**config.mk**
```make
export PLATFORM = sky130hd
export DESIGN_NAME = mips_id_ex_stage
export DESIGN_NICKNAME = d
export VERILOG_FILES = /design/src/rtl/mips_pkg.sv /design/src/rtl/mips_alu_decode.sv /design/src/rtl/mips_id_ex_stage.sv
export SDC_FILE = /design/constraint.sdc
export NUM_CORES = 1
export LEC_CHECK = 0
export ABC_AREA = 1
export CORE_AREA = 2 2 166 152
export CTS_BUF_LIST = sky130_fd_sc_hd__clkbuf_8
export DETAILED_ROUTE_END_ITERATION = 16
export DIE_AREA = 0 0 168 154
export HOLD_SLACK_MARGIN = 0.12
export MAX_ROUTING_LAYER = met4
export PLACE_DENSITY_LB_ADDON = 0.1
export SETUP_SLACK_MARGIN = 0.02
export SLEW_MARGIN = 0
export SYNTH_ARGS = -nofsm -noshare
export SYNTH_HDL_FRONTEND = slang
export SYNTH_SLANG_ARGS = --single-unit
```
**constraint.sdc**
```tcl
create_clock -name clk -period 3.1 [get_ports clk]
set_input_delay 0.465 -clock clk [delete_from_list [all_inputs] [get_ports clk]]
set_output_delay 0.465 -clock clk [all_outputs]
set_load 0.01 [all_outputs]
```
**src/rtl/mips_pkg.sv**
```systemverilog
`default_nettype none
// ============================================================================
// Package    : mips_pkg
// Description: Shared constants and types for the MIPS decode-to-execute stage.
//              Holds the ALU control encodings, opcode/funct values, the
//              operand-B source selector, the skid-buffer state encoding and
//              the bundle type that carries every ALU input and its side-info.
// Revision   : 1.0 - initial release
// ============================================================================
package mips_pkg;

    localparam int PKG_DATA_W = 32;
    localparam int PKG_REG_AW = 5;

    // ALU control encodings consumed by the EX stage
    localparam logic [3:0] ALU_AND = 4'd0;
    localparam logic [3:0] ALU_OR  = 4'd1;
    localparam logic [3:0] ALU_ADD = 4'd2;
    localparam logic [3:0] ALU_SUB = 4'd6;
    localparam logic [3:0] ALU_SLT = 4'd7;
    localparam logic [3:0] ALU_NOR = 4'd12;

    // Primary opcodes
    localparam logic [5:0] OP_RTYPE = 6'h00;
    localparam logic [5:0] OP_BEQ   = 6'h04;
    localparam logic [5:0] OP_ADDI  = 6'h08;
    localparam logic [5:0] OP_ADDIU = 6'h09;
    localparam logic [5:0] OP_SLTI  = 6'h0A;
    localparam logic [5:0] OP_ANDI  = 6'h0C;
    localparam logic [5:0] OP_ORI   = 6'h0D;
    localparam logic [5:0] OP_LW    = 6'h23;
    localparam logic [5:0] OP_SW    = 6'h2B;

    // R-type funct codes
    localparam logic [5:0] FN_ADD  = 6'h20;
    localparam logic [5:0] FN_ADDU = 6'h21;
    localparam logic [5:0] FN_SUB  = 6'h22;
    localparam logic [5:0] FN_SUBU = 6'h23;
    localparam logic [5:0] FN_AND  = 6'h24;
    localparam logic [5:0] FN_OR   = 6'h25;
    localparam logic [5:0] FN_NOR  = 6'h27;
    localparam logic [5:0] FN_SLT  = 6'h2A;

    // Source of ALU operand B
    typedef enum logic [1:0] {
        BSEL_RT   = 2'd0,
        BSEL_SEXT = 2'd1,
        BSEL_ZEXT = 2'd2
    } bsel_e;

    // Skid-buffer occupancy: EMPTY (0 entries), FULL (main only), SKID (main + skid)
    typedef enum logic [1:0] {
        ST_EMPTY = 2'd0,
        ST_FULL  = 2'd1,
        ST_SKID  = 2'd2
    } stage_state_e;

    typedef struct packed {
        logic [3:0]            alu_control;
        logic [PKG_DATA_W-1:0] alu_a;
        logic [PKG_DATA_W-1:0] alu_b;
        logic [PKG_DATA_W-1:0] store_data;
        logic [PKG_REG_AW-1:0] dest_reg;
        logic                  reg_write;
        logic                  is_load;
        logic                  is_store;
        logic                  is_branch;
        logic                  illegal;
    } ex_bundle_t;

    function automatic logic [PKG_DATA_W-1:0] sext16(input logic [15:0] v);
        return {{(PKG_DATA_W-16){v[15]}}, v};
    endfunction

    function automatic logic [PKG_DATA_W-1:0] zext16(input logic [15:0] v);
        return {{(PKG_DATA_W-16){1'b0}}, v};
    endfunction

endpackage : mips_pkg
`default_nettype wire

```
**src/rtl/mips_alu_decode.sv**
```systemverilog
`default_nettype none
// ============================================================================
// Module     : mips_alu_decode
// Description: Purely combinational instruction decoder. Maps opcode/funct to
//              the 4-bit ALU control code, selects operand B (rt, sign- or
//              zero-extended immediate) and derives the writeback/memory flags.
//              Unsupported encodings produce a bundle with only illegal set
//              (plus the raw operands) so they still flow down the pipe.
// Ports      : instr_i    - 32-bit instruction word
//              rs_data_i  - register read port A (becomes alu_a)
//              rt_data_i  - register read port B (store data / operand B)
//              bundle_o   - decoded ALU inputs and side-info
// Revision   : 1.0 - initial release
// ============================================================================
module mips_alu_decode
    import mips_pkg::*;
(
    input  logic [31:0]           instr_i,
    input  logic [PKG_DATA_W-1:0] rs_data_i,
    input  logic [PKG_DATA_W-1:0] rt_data_i,
    output ex_bundle_t            bundle_o
);

    logic [5:0]            opcode;
    logic [5:0]            funct;
    logic [PKG_REG_AW-1:0] rt_idx;
    logic [PKG_REG_AW-1:0] rd_idx;
    logic [15:0]           imm;

    assign opcode = instr_i[31:26];
    assign funct  = instr_i[5:0];
    assign rt_idx = instr_i[20:16];
    assign rd_idx = instr_i[15:11];
    assign imm    = instr_i[15:0];

    // The rs index is resolved by the register file upstream; only its data is used here.
    logic unused_rs_idx;
    assign unused_rs_idx = ^instr_i[25:21];

    logic [3:0] ctrl;
    logic       legal;
    logic       wr;
    logic       use_rd;
    bsel_e      bsel;
    logic       ld;
    logic       st;
    logic       br;

    always_comb begin
        ctrl   = ALU_AND;
        legal  = 1'b0;
        wr     = 1'b0;
        use_rd = 1'b0;
        bsel   = BSEL_RT;
        ld     = 1'b0;
        st     = 1'b0;
        br     = 1'b0;
        case (opcode)
            OP_RTYPE: begin
                use_rd = 1'b1;
                case (funct)
                    FN_ADD, FN_ADDU: begin ctrl = ALU_ADD; legal = 1'b1; wr = 1'b1; end
                    FN_SUB, FN_SUBU: begin ctrl = ALU_SUB; legal = 1'b1; wr = 1'b1; end
                    FN_AND:          begin ctrl = ALU_AND; legal = 1'b1; wr = 1'b1; end
                    FN_OR:           begin ctrl = ALU_OR;  legal = 1'b1; wr = 1'b1; end
                    FN_NOR:          begin ctrl = ALU_NOR; legal = 1'b1; wr = 1'b1; end
                    FN_SLT:          begin ctrl = ALU_SLT; legal = 1'b1; wr = 1'b1; end
                    default:         ;
                endcase
            end
            OP_ADDI, OP_ADDIU: begin ctrl = ALU_ADD; legal = 1'b1; wr = 1'b1; bsel = BSEL_SEXT; end
            OP_SLTI:           begin ctrl = ALU_SLT; legal = 1'b1; wr = 1'b1; bsel = BSEL_SEXT; end
            OP_ANDI:           begin ctrl = ALU_AND; legal = 1'b1; wr = 1'b1; bsel = BSEL_ZEXT; end
            OP_ORI:            begin ctrl = ALU_OR;  legal = 1'b1; wr = 1'b1; bsel = BSEL_ZEXT; end
            OP_LW:  begin ctrl = ALU_ADD; legal = 1'b1; wr = 1'b1; bsel = BSEL_SEXT; ld = 1'b1; end
            OP_SW:  begin ctrl = ALU_ADD; legal = 1'b1; bsel = BSEL_SEXT; st = 1'b1; end
            OP_BEQ: begin ctrl = ALU_SUB; legal = 1'b1; br = 1'b1; end
            default: ;
        endcase
    end

    always_comb begin
        bundle_o             = '0;
        bundle_o.alu_a       = rs_data_i;
        bundle_o.store_data  = rt_data_i;
        bundle_o.alu_control = legal ? ctrl : ALU_AND;
        bundle_o.reg_write   = legal & wr;
        bundle_o.is_load     = legal & ld;
        bundle_o.is_store    = legal & st;
        bundle_o.is_branch   = legal & br;
        bundle_o.illegal     = ~legal;
        case (bsel)
            BSEL_SEXT: bundle_o.alu_b = sext16(imm);
            BSEL_ZEXT: bundle_o.alu_b = zext16(imm);
            default:   bundle_o.alu_b = rt_data_i;
        endcase
        // Non-writing instructions report register 0 so hazard logic never matches them.
        if (legal && wr) begin
            bundle_o.dest_reg = use_rd ? rd_idx : rt_idx;
        end
    end

endmodule : mips_alu_decode
`default_nettype wire

```
**src/rtl/mips_id_ex_stage.sv**
```systemverilog
`default_nettype none
// ============================================================================
// Module     : mips_id_ex_stage
// Description: Decode-to-execute pipeline stage. Decodes the incoming
//              instruction and registers all ALU inputs plus side-info behind
//              a two-entry skid buffer (main + skid register), giving full
//              throughput with an in_ready that depends only on state.
// Ports      : clk, rst_n (sync, active-low), flush_i (squash everything)
//              in_valid_i / in_ready_o, instr_i, rs_data_i, rt_data_i
//              out_valid_o / out_ready_i, alu_control_o, alu_a_o, alu_b_o,
//              store_data_o, dest_reg_o, reg_write_o, is_load_o, is_store_o,
//              is_branch_o, illegal_o
// Revision   : 1.0 - initial release
// ============================================================================
module mips_id_ex_stage
    import mips_pkg::*;
#(
    parameter int DATA_W = PKG_DATA_W,
    parameter int REG_AW = PKG_REG_AW
) (
    input  logic              clk,
    input  logic              rst_n,
    input  logic              flush_i,
    input  logic              in_valid_i,
    output logic              in_ready_o,
    input  logic [31:0]       instr_i,
    input  logic [DATA_W-1:0] rs_data_i,
    input  logic [DATA_W-1:0] rt_data_i,
    output logic              out_valid_o,
    input  logic              out_ready_i,
    output logic [3:0]        alu_control_o,
    output logic [DATA_W-1:0] alu_a_o,
    output logic [DATA_W-1:0] alu_b_o,
    output logic [DATA_W-1:0] store_data_o,
    output logic [REG_AW-1:0] dest_reg_o,
    output logic              reg_write_o,
    output logic              is_load_o,
    output logic              is_store_o,
    output logic              is_branch_o,
    output logic              illegal_o
);

    ex_bundle_t   dec_bundle;
    ex_bundle_t   main_q;
    ex_bundle_t   main_d;
    ex_bundle_t   skid_q;
    ex_bundle_t   skid_d;
    stage_state_e state_q;
    stage_state_e state_d;
    logic         accept;

    mips_alu_decode u_decode (
        .instr_i   (instr_i),
        .rs_data_i (rs_data_i),
        .rt_data_i (rt_data_i),
        .bundle_o  (dec_bundle)
    );

    // in_ready comes straight from the state register (plus reset gating),
    // so there is no combinational path from out_ready back upstream.
    assign in_ready_o  = (state_q != ST_SKID) & rst_n;
    assign out_valid_o = (state_q != ST_EMPTY);
    assign accept      = in_valid_i & in_ready_o;

    always_comb begin
        state_d = state_q;
        main_d  = main_q;
        skid_d  = skid_q;
        case (state_q)
            ST_EMPTY: begin
                if (accept) begin
                    main_d  = dec_bundle;
                    state_d = ST_FULL;
                end
            end
            ST_FULL: begin
                if (accept && out_ready_i) begin
                    main_d = dec_bundle;
                end else if (accept) begin
                    // Consumer stalled: park the new entry so main stays stable.
                    skid_d  = dec_bundle;
                    state_d = ST_SKID;
                end else if (out_ready_i) begin
                    state_d = ST_EMPTY;
                end
            end
            ST_SKID: begin
                if (out_ready_i) begin
                    main_d  = skid_q;
                    state_d = ST_FULL;
                end
            end
            default: state_d = ST_EMPTY;
        endcase
        // A squash empties the buffer; stale data stays put but is never marked valid.
        if (flush_i) begin
            state_d = ST_EMPTY;
            main_d  = main_q;
            skid_d  = skid_q;
        end
    end

    always_ff @(posedge clk) begin
        if (!rst_n) begin
            state_q <= ST_EMPTY;
            main_q  <= '0;
            skid_q  <= '0;
        end else begin
            state_q <= state_d;
            main_q  <= main_d;
            skid_q  <= skid_d;
        end
    end

    assign alu_control_o = main_q.alu_control;
    assign alu_a_o       = main_q.alu_a;
    assign alu_b_o       = main_q.alu_b;
    assign store_data_o  = main_q.store_data;
    assign dest_reg_o    = main_q.dest_reg;
    assign reg_write_o   = main_q.reg_write;
    assign is_load_o     = main_q.is_load;
    assign is_store_o    = main_q.is_store;
    assign is_branch_o   = main_q.is_branch;
    assign illegal_o     = main_q.illegal;

endmodule : mips_id_ex_stage
`default_nettype wire

```
==> results of run 1 <==
## power by group through the flow
| stage | logic (uW) | registers (uW) | clock network, uW |
|---|---|---|---|
| detailed placement | 893 | 3080 | 0 |
| global placement | 887 | 3080 | 0 |
| global route | 990 | 3030 | 2810 |
| floorplan | 399 | 3120 | 0 |
| CTS | 898 | 3020 | 2670 |
| finish | 889 | 3020 | 2590 |
## cell usage after synthesis
master    number
nor2_1       265
nand2_1      247
dfxtp_1      222
o21ai_0      211
inv_1        141
a21oi_1      122
o21ai_1       74
clkbuf_1      72
nand3_1       40
buf_2         20
buf_6          7
nor3_1         5
inv_2          3
nand4_1        3
buf_1          2
clkinv_1       2
ha_1           2
nor2_2         2
or2_2          2
a211oi_1       1
a21o_1         1
nand2_2        1
nand2_4        1
nand3_2        1
nor2_4         1
o211ai_1       1
## worst min-delay path, cell delays in order
cell	delay [ns]
buf_6	0.11
nand4_1	0.17
a211oi_1	0.09
## logic make-up after synthesis
kind of cell	count (synthesis)
and+or+nand+nor	568
AOI/OAI and AO/OA	410
DFF	222
buffers and inverters	247
adders and majority gates	2
## registers in the layout, indices dropped and copies added (netlist names)
name / flops
is_store_o: 1
alu_a_o: 32
illegal_o: 1
state_q: 2
dest_reg_o: 5
alu_control_o: 4
reg_write_o: 1
skid_q: 110
is_load_o: 1
store_data_o: 32
alu_b_o: 32
is_branch_o: 1
## through the flow
step	std cells	utilization, %
4_1_cts	1953	53.18
3_5_place_dp	1880	50.05
2_1_floorplan	1449	-
5_1_grt	1954	53.19
3_3_place_gp	1880	50.05
6_report	1954	53.19
## layout by cell type (no fill, tap or decap), drive strengths merged
cell,Yosys,layout
dfxtp,222,222
or2,2,2
buf,29,18
nand4,3,3
diode,0,1
a21o,1,1
clkbuf,72,47
nor2,268,268
o211ai,1,1
nand2,249,249
a211oi,1,1
clkinv,2,5
ha,2,2
o21ai,285,285
inv,144,166
nand3,41,41
nor3,5,5
clkinvlp,0,1
clkdlybuf4s50,0,206
a21oi,122,122
## per-layer routing
metal,routed length [um],part of all wire (%),global-route usage (%),up-vias
met1,12310,45,26.70,4299
met4,612,2.3,6.501,0
li1,-,-,-,4956
met3,1647,6.1,4.968,59
met5,0,0,-,-
met2,12600,46,34.34,239
## cell type report
cell class,instances,area (sq um),share of cell area [%]
Clock inverter,26,105.1,0.8238
Antenna cell,1,2.502,0.01961
Multi-Input combinational cell,980,4333,33.96
Tap cell,308,385.4,3.020
Sequential cell,222,4444,34.83
Clock buffer,47,646.9,5.070
Timing Repair Buffer,224,2288,17.94
Inverter,146,553.0,4.335
## path summary, 6_finish.rpt
path,to,slack (ns),depth (start not counted)
setup / recovery,in_ready_o,0.57,5
hold / removal,state_q[1],0.36,3
setup reg to reg,alu_a_o[8],0.99,11
hold reg to reg,skid_q[78],0.44,2
==> results.sh, run 1 <==
export IMPL_status="finished clean"
export IMPL_synthSimpleGateAreaFrac_pct=22.84
export IMPL_seqPwrFrac_pct=46.4
export IMPL_synth_compound_area_share_pct=21.09
export IMPL_via_per_inst=4.889
export IMPL_cts_tree="yes"
export IMPL_htree_levels=2
export IMPL_maxCapViolCount=0
export IMPL_fp_dieH_um=154
export IMPL_avgSynthCellArea_sq_um=6.738
export IMPL_slew_viol_final=0
export IMPL_intPower_uw=4775
export IMPL_track_usage_pct=21.34
export IMPL_combPwrFrac_pct=13.7
export IMPL_ctsResizeCount=0
export IMPL_ys_seq_area_share_pct=45.52
export IMPL_placementRows=54
export IMPL_arrival_ns=2.06
export IMPL_setup_worst_path_end_class="output port"
export IMPL_cp_start_kind="flop"
export IMPL_yosysUniqueCellTypes=26
export IMPL_grt_pass1_vias=8614
export IMPL_setup_tns_ns=0
export IMPL_critPathKind="reg -> out"
export IMPL_path_common_cell="inv_2"
export IMPL_layout_drive_gt1_share_pct=4.924
export IMPL_timing_final_crit_period_ns=2.527
export IMPL_final_area_sq_um=12760
export IMPL_synth_cells=1449
export IMPL_fin_total_pwr_uw=6502
export IMPL_pre_cts_ws_ns=0.2238
export IMPL_final_nets=1718
export IMPL_antenna_found_initial=1
export IMPL_max_slew_margin_rel_pct=32.39
export IMPL_max_freq_ghz=0.3957
export IMPL_worst_path_max_delay_cell="clkdlybuf4s50_1"
export IMPL_cpPeakStageDelay_ns=0.55
export IMPL_post_cts_setup_buffers=0
export IMPL_place_congestion=0.8468
export IMPL_initial_core_util_pct=40.70
export IMPL_worstMarginPinSlew_ns=1.014
export IMPL_ir_worst_vdd_uv=253.8
export IMPL_synthAdderAreaFrac_pct=0.2563
export IMPL_setup_ws_ns=0.5728
export IMPL_hold_path_class="in -> reg"
export IMPL_dp_hpwl_um=17510
export IMPL_synth_top_area_cell="dfxtp_1"
export IMPL_grt_first_pass_wirelength_um=43880
export IMPL_drt_wl_total_um=27170
export IMPL_ctsHoldBuffers=0
export IMPL_ant_nets=0
export IMPL_io_pins=213
export IMPL_synth_xor_area_share_pct=0
export IMPL_synthMuxAreaShare_pct=0
export IMPL_initialDrtViolationCount=784
export IMPL_cts_sinks=222
export IMPL_setup_violations=0
export IMPL_p_per_area_nw_per_um2=509.6
export IMPL_hold_slack_ns=0.3566
export IMPL_fin_skew_ns=0.01984
export IMPL_port_buffers=207
export IMPL_clock_power_share_pct=39.9
export IMPL_clkSlewWorstSetupHoldPaths_ns=0.06
export IMPL_p_sw_uw=1727
export IMPL_power_leakage_uw=0.005283
export IMPL_critPathLaunch="state_q[0]"
export IMPL_drc=0
export IMPL_synthTopCellsByArea="dfxtp_1 46%, o21ai_0 11%, nor2_1 10%, nand2_1 9.5%, a21oi_1 6.3%"
export IMPL_firstDrtPassIters=5
export IMPL_gr_total_overflow=0
export IMPL_finalHoldViolations=0
export IMPL_crit_required_ns=2.63
export IMPL_ys_warn_count=0
export IMPL_insertion_delay_ns=0.54
export IMPL_area_growth_synth_to_final_pct=30.68
export IMPL_synth_top_area_share_pct=45.52
export IMPL_post_route_period_util_pct=81.52
export IMPL_syn_nets=1552
export IMPL_clockRootBuffer="clkbuf_8"
export IMPL_synth_seq_cells=222
export IMPL_rr_startpoint="state_q[0]"
export IMPL_crit_buf_inv=3
export IMPL_cts_made_buffers=41
export IMPL_nFillCells=2351
export IMPL_hold_start="rst_n"
export IMPL_synth_top_family_by_area="simple AND/OR/NAND/NOR gates"
export IMPL_critical_path_top_delay_family="buffers and inverters"
export IMPL_placed_area_sq_um=12000
export IMPL_core_area_sq_um=23990
export IMPL_cp_max_fo=28
export IMPL_synth_cell_area_sq_um=9763
export IMPL_via_count=9553
export IMPL_die_area_sq_um=25870
export IMPL_crit_chain="inv_2 -> nand2_8 -> inv_2 -> nor2_1 -> clkdlybuf4s50_1"
export IMPL_grt_setup_unrepaired="no"
export IMPL_wl_per_cell_um=13.91
export IMPL_dieWidth_um=168
export IMPL_switching_share_pct=26.56
export IMPL_cts_buffer_depth=3
export IMPL_grt_start_max_net_pins=218
No activity file was read; power rests on OpenSTA's default activity.
==> inputs of run 2 (changes only) <==
==> constraint.sdc (replaced) <==
create_clock -name clk -period 2.45 [get_ports clk]
set_input_delay 0.3675 -clock clk [delete_from_list [all_inputs] [get_ports clk]]
set_output_delay 0.3675 -clock clk [all_outputs]
set_load 0.01 [all_outputs]
==> run 2 against run 1 <==
Net effect: count of clock-buffer cells in the layout increased by 6; sequential power is 26% higher; sequential cell count stayed put; clock skew increased by 0.0048 ns; worst hold slack worse by 0.20 ns; largest cell class unchanged.
==> results.sh, run 2 (same netlist as run 1, synthesis figures left out) <==
export IMPL_status="finished clean"
export IMPL_max_freq_ghz=0.4407
export IMPL_grt_setup_unrepaired="no"
export IMPL_place_congestion=0.8693
export IMPL_grt_pass1_vias=8786
export IMPL_setup_violations=0
export IMPL_crit_chain="inv_2 -> nand2_8 -> inv_2 -> nor2_1 -> clkdlybuf4s50_1"
export IMPL_largest_register="skid_q"
export IMPL_worst_path_max_delay_cell="clkdlybuf4s50_1"
export IMPL_timing_final_crit_period_ns=2.269
export IMPL_cts_sinks=222
export IMPL_critPathKind="reg -> out"
export IMPL_cts_buffer_depth=3
export IMPL_via_count=9479
export IMPL_critPathLaunch="state_q[0]"
export IMPL_p_per_area_nw_per_um2=646.1
export IMPL_antenna_found_initial=2
export IMPL_ant_nets=0
export IMPL_hold_path_class="in -> reg"
export IMPL_dp_hpwl_um=18090
export IMPL_grt_start_max_net_pins=166
export IMPL_fin_skew_ns=0.02463
export IMPL_die_area_sq_um=25870
export IMPL_via_per_inst=4.829
export IMPL_initial_core_util_pct=40.70
export IMPL_ctsHoldBuffers=0
export IMPL_core_area_sq_um=23990
export IMPL_ir_worst_vdd_uv=387.3
export IMPL_arrival_ns=1.90
export IMPL_fin_total_pwr_uw=8359
export IMPL_area_growth_synth_to_final_pct=32.51
export IMPL_cts_tree="yes"
export IMPL_cp_max_fo=16
export IMPL_cpPeakStageDelay_ns=0.55
export IMPL_insertion_delay_ns=0.53
export IMPL_fp_dieH_um=154
export IMPL_setup_worst_path_end_class="output port"
export IMPL_dieWidth_um=168
export IMPL_slew_viol_final=0
export IMPL_firstDrtPassIters=6
export IMPL_mostFrequentLayoutCells="265 x nor2_1, 247 x nand2_1, 221 x dfxtp_1, 211 x o21ai_0, 206 x clkdlybuf4s50_1"
export IMPL_cp_start_kind="flop"
export IMPL_placed_area_sq_um=12160
export IMPL_largest_register_ffs=110
export IMPL_setup_tns_ns=0
export IMPL_clockRootBuffer="clkbuf_8"
export IMPL_layout_drive_gt1_share_pct=6.292
export IMPL_clkSlewWorstSetupHoldPaths_ns=0.06
export IMPL_rr_startpoint="state_q[0]"
export IMPL_initialDrtViolationCount=590
export IMPL_path_common_cell="inv_2"
export IMPL_dp_cells=1897
export IMPL_gr_total_overflow=0
export IMPL_drt_wl_total_um=27250
export IMPL_power_leakage_uw=0.005347
export IMPL_mostFrequentLayoutCell="nor2_1"
export IMPL_cts_made_buffers=40
export IMPL_post_cts_setup_buffers=0
export IMPL_final_nets=1734
export IMPL_max_slew_margin_rel_pct=54.75
export IMPL_final_area_sq_um=12940
export IMPL_crit_buf_inv=3
export IMPL_htree_levels=2
export IMPL_port_buffers=207
export IMPL_hold_slack_ns=0.1525
export IMPL_track_usage_pct=21.41
export IMPL_wl_per_cell_um=13.88
export IMPL_worstMarginPinSlew_ns=0.6787
export IMPL_hold_start="rst_n"
export IMPL_stdcell_count=1963
export IMPL_finalHoldViolations=0
export IMPL_critical_path_top_delay_family="buffers and inverters"
export IMPL_io_pins=213
export IMPL_placementRows=54
export IMPL_maxCapViolCount=0
export IMPL_grt_first_pass_wirelength_um=44180
export IMPL_post_route_period_util_pct=92.62
export IMPL_drc=0
export IMPL_crit_required_ns=2.08
==> run 2: cell types whose count changed in the layout (fill, tap and decap cells not counted) <==
cell | before | now
buf_4 | 10 | 25
inv_1 | 162 | 148
clkbuf_8 | 47 | 53
buf_12 | 7 | 9
clkinvlp_4 | 1 | 0
dfxtp_1 | 222 | 221
dfxtp_2 | 0 | 1
diode_2 | 1 | 2
==> run 2: timing repair <==
item,in CTS,in global routing
endpoints found under the setup margin,0,1
endpoints found under the hold margin,0,0
resized for setup,0,1
==> run 2: area by class of cell <==
type	instances	area, sq um
Fill cell	2390	11050
Sequential cell	222	4446
Multi-Input combinational cell	980	4333
Timing Repair Buffer	241	2441
Clock buffer	53	729.5
Inverter	146	553.0
Tap cell	308	385.4
Clock inverter	11	45.04
Antenna cell	2	5.005
==> run 2: report_power, final <==
group / total, uW / switching, uW / internal [uW]
clock: 3400 / 1490 / 1910
combinational: 1140 / 576 / 561
sequential: 3820 / 72.7 / 3750
==> run 2: worst paths after layout <==
path                         to  slack, ns  depth (start not counted)
hold reg to reg      skid_q[29]       0.45                          2
hold / removal    dest_reg_o[4]       0.15                          3
setup / recovery     in_ready_o       0.18                          5
setup reg to reg     alu_b_o[5]       0.41                         12
==> run 2: tightest hold or removal path, delay by kind of cell <==
| kind | cells | cell delay (ns) |
|---|---|---|
| buffers and inverters | 1 | 0.15 |
| AND/OR/NAND/NOR | 1 | 0.08 |
| AO/OA/AOI/OAI | 1 | 0.03 |
==> run 2: layer usage <==
layer | up-vias | GRT usage [%] | share of wire (%)
li1 | 4982 | - | -
met1 | 4213 | 26.62 | 46
met2 | 227 | 34.59 | 46
met3 | 57 | 4.556 | 5.2
met4 | 0 | 7.329 | 2.5
met5 | - | - | 0
==> run 2: metrics by stage <==
stage,util [%],setup slack (ns)
6_report,53.94,0.1809
5_1_grt,53.94,0.07657
4_1_cts,53.91,0.06152
3_5_place_dp,50.68,-0.2049
3_3_place_gp,50.68,-0.1800
2_1_floorplan,-,0.2543
==> inputs of run 3 (changes only) <==
--- a/config.mk
+++ b/config.mk
@@ -6,13 +6,14 @@
 export NUM_CORES = 1
 export LEC_CHECK = 0
 export ABC_AREA = 1
+export CAP_MARGIN = 5
 export CORE_AREA = 2 2 166 152
 export CTS_BUF_LIST = sky130_fd_sc_hd__clkbuf_8
 export DETAILED_ROUTE_END_ITERATION = 16
 export DIE_AREA = 0 0 168 154
 export HOLD_SLACK_MARGIN = 0.12
 export MAX_ROUTING_LAYER = met4
-export PLACE_DENSITY_LB_ADDON = 0.1
+export PLACE_DENSITY = 0.63
 export SETUP_SLACK_MARGIN = 0.02
 export SLEW_MARGIN = 0
 export SYNTH_ARGS = -nofsm -noshare
==> run 3 against run 2 <==
Net effect: die area is the same; clock skew grew 0.00063 ns; highest routed layer unchanged; via count grew 0.66%; worst hold slack gained 0.26 ns; critical path depth is the same.
==> results.sh, run 3 (same netlist as run 1, synthesis figures left out) <==
export IMPL_status="finished clean"
export IMPL_insertion_delay_ns=0.53
export IMPL_dp_cells=1892
export IMPL_grt_pass1_vias=8756
export IMPL_setup_worst_path_end_class="output port"
export IMPL_cpPeakStageDelay_ns=0.55
export IMPL_htree_levels=2
export IMPL_rr_startpoint="state_q[1]"
export IMPL_stdcell_count=1963
export IMPL_cts_buffer_depth=3
export IMPL_post_cts_setup_buffers=0
export IMPL_gr_total_overflow=0
export IMPL_post_route_period_util_pct=95.09
export IMPL_maxCapViolCount=0
export IMPL_r2r_end="store_data_o[19]"
export IMPL_ir_worst_vdd_uv=366.1
export IMPL_layout_drive_gt1_share_pct=6.042
export IMPL_cts_tree="yes"
export IMPL_core_area_sq_um=23990
export IMPL_clkSlewWorstSetupHoldPaths_ns=0.07
export IMPL_via_per_inst=4.861
export IMPL_fin_total_pwr_uw=8296
export IMPL_mostFrequentLayoutCells="265 x nor2_1, 247 x nand2_1, 221 x dfxtp_1, 211 x o21ai_0, 206 x clkdlybuf4s50_1"
export IMPL_io_pins=213
export IMPL_drt_wl_total_um=27440
export IMPL_max_freq_ghz=0.4292
export IMPL_largest_register_ffs=110
export IMPL_cp_max_fo=23
export IMPL_initial_core_util_pct=40.70
export IMPL_fin_skew_ns=0.02527
export IMPL_cts_made_buffers=41
export IMPL_slew_viol_final=0
export IMPL_grt_first_pass_wirelength_um=44210
export IMPL_placed_area_sq_um=12140
export IMPL_area_growth_synth_to_final_pct=32.37
export IMPL_grt_setup_unrepaired="no"
export IMPL_min_to="state_q[1]"
export IMPL_firstDrtPassIters=6
export IMPL_hold_start="out_ready_i"
export IMPL_n_antenna_cell=0
export IMPL_track_usage_pct=21.46
export IMPL_hold_path_class="in -> reg"
export IMPL_hold_slack_ns=0.4085
export IMPL_place_congestion=0.8816
export IMPL_power_leakage_uw=0.005343
export IMPL_finalHoldViolations=0
export IMPL_worst_path_max_delay_cell="clkdlybuf4s50_1"
export IMPL_initialDrtViolationCount=728
export IMPL_die_area_sq_um=25870
export IMPL_port_buffers=207
export IMPL_dp_hpwl_um=18150
export IMPL_fp_dieH_um=154
export IMPL_critPathKind="reg -> out"
export IMPL_path_common_cell="inv_2"
export IMPL_arrival_ns=1.96
export IMPL_ant_nets=0
export IMPL_worstMarginPinSlew_ns=0.9377
export IMPL_rr_worst_depth=9
export IMPL_dieWidth_um=168
export IMPL_timing_final_crit_period_ns=2.330
export IMPL_hold_depth=2
export IMPL_max_slew_margin_rel_pct=37.48
export IMPL_final_area_sq_um=12920
export IMPL_setup_violations=0
export IMPL_final_nets=1731
export IMPL_p_per_area_nw_per_um2=641.9
export IMPL_drc=0
export IMPL_clockRootBuffer="clkbuf_8"
export IMPL_ff2ff_setup_slack_ns=0.53
export IMPL_mostFrequentLayoutCell="nor2_1"
export IMPL_via_count=9542
export IMPL_placementRows=54
export IMPL_crit_chain="inv_2 -> nand2_8 -> inv_2 -> nor2_1 -> clkdlybuf4s50_1"
export IMPL_wl_per_cell_um=13.98
export IMPL_largest_register="skid_q"
export IMPL_cp_start_kind="flop"
export IMPL_cts_sinks=222
export IMPL_antenna_found_initial=0
export IMPL_crit_required_ns=2.08
export IMPL_grt_start_max_net_pins=206
-- run 3: worst max-delay path, delay by kind of cell (launching register included) --
family	cells	cell delay, ns
DFF	1	0.37
buffers and inverters	3	0.77
and+or+nand+nor	2	0.29
-- run 3: worst max path at each step --
stage | startpoint | end | cells after the start
final | state_q[0] | in_ready_o | 5
after global routing | state_q[0] | in_ready_o | 5
after CTS | state_q[0] | in_ready_o | 5
after detailed placement | instr_i[31] | alu_b_o[16] | 15
after global placement | instr_i[31] | alu_b_o[16] | 15
after floorplan | instr_i[28] | alu_b_o[25] | 15
-- run 3: cell type report --
class / instances / area, sq um
clock inverters: 21 / 93.84
repair buffers: 237 / 2439
inverters: 146 / 553.0
well taps: 308 / 385.4
multi-input cells: 980 / 4333
flip-flops and latches: 222 / 4446
clock buffers: 49 / 674.4
fillers: 2357 / 11060
-- run 3: metrics by stage --
stage | util (%) | worst slack (ns) | TNS, ns
finish | 53.88 | 0.1203 | 0
global route | 53.88 | 0.02116 | 0
CTS | 53.88 | 0.02539 | 0
detailed placement | 50.63 | -0.2311 | -8.802
global placement | 50.63 | -0.2060 | -6.839
floorplan | - | 0.2543 | 0
-- run 3: where the power goes --
part | internal [uW] | switching [uW]
Clock | 1800 | 1520
Combinational | 564 | 583
Sequential | 3750 | 71.2
-- run 3: what timing repair did --
action                                  4_1_cts  5_1_grt
endpoints found under the setup margin        0        1
endpoints found under the hold margin         7        0
resized for setup                             0        1
hold buffers                                  1        0
-- run 3: metal layers --
layer,GRT usage (%),up-vias,wire length [um]
li1,-,4977,-
met1,27.28,4273,12590
met2,35.69,252,12970
met3,3.526,40,1443
met4,5.300,0,434
met5,-,-,0
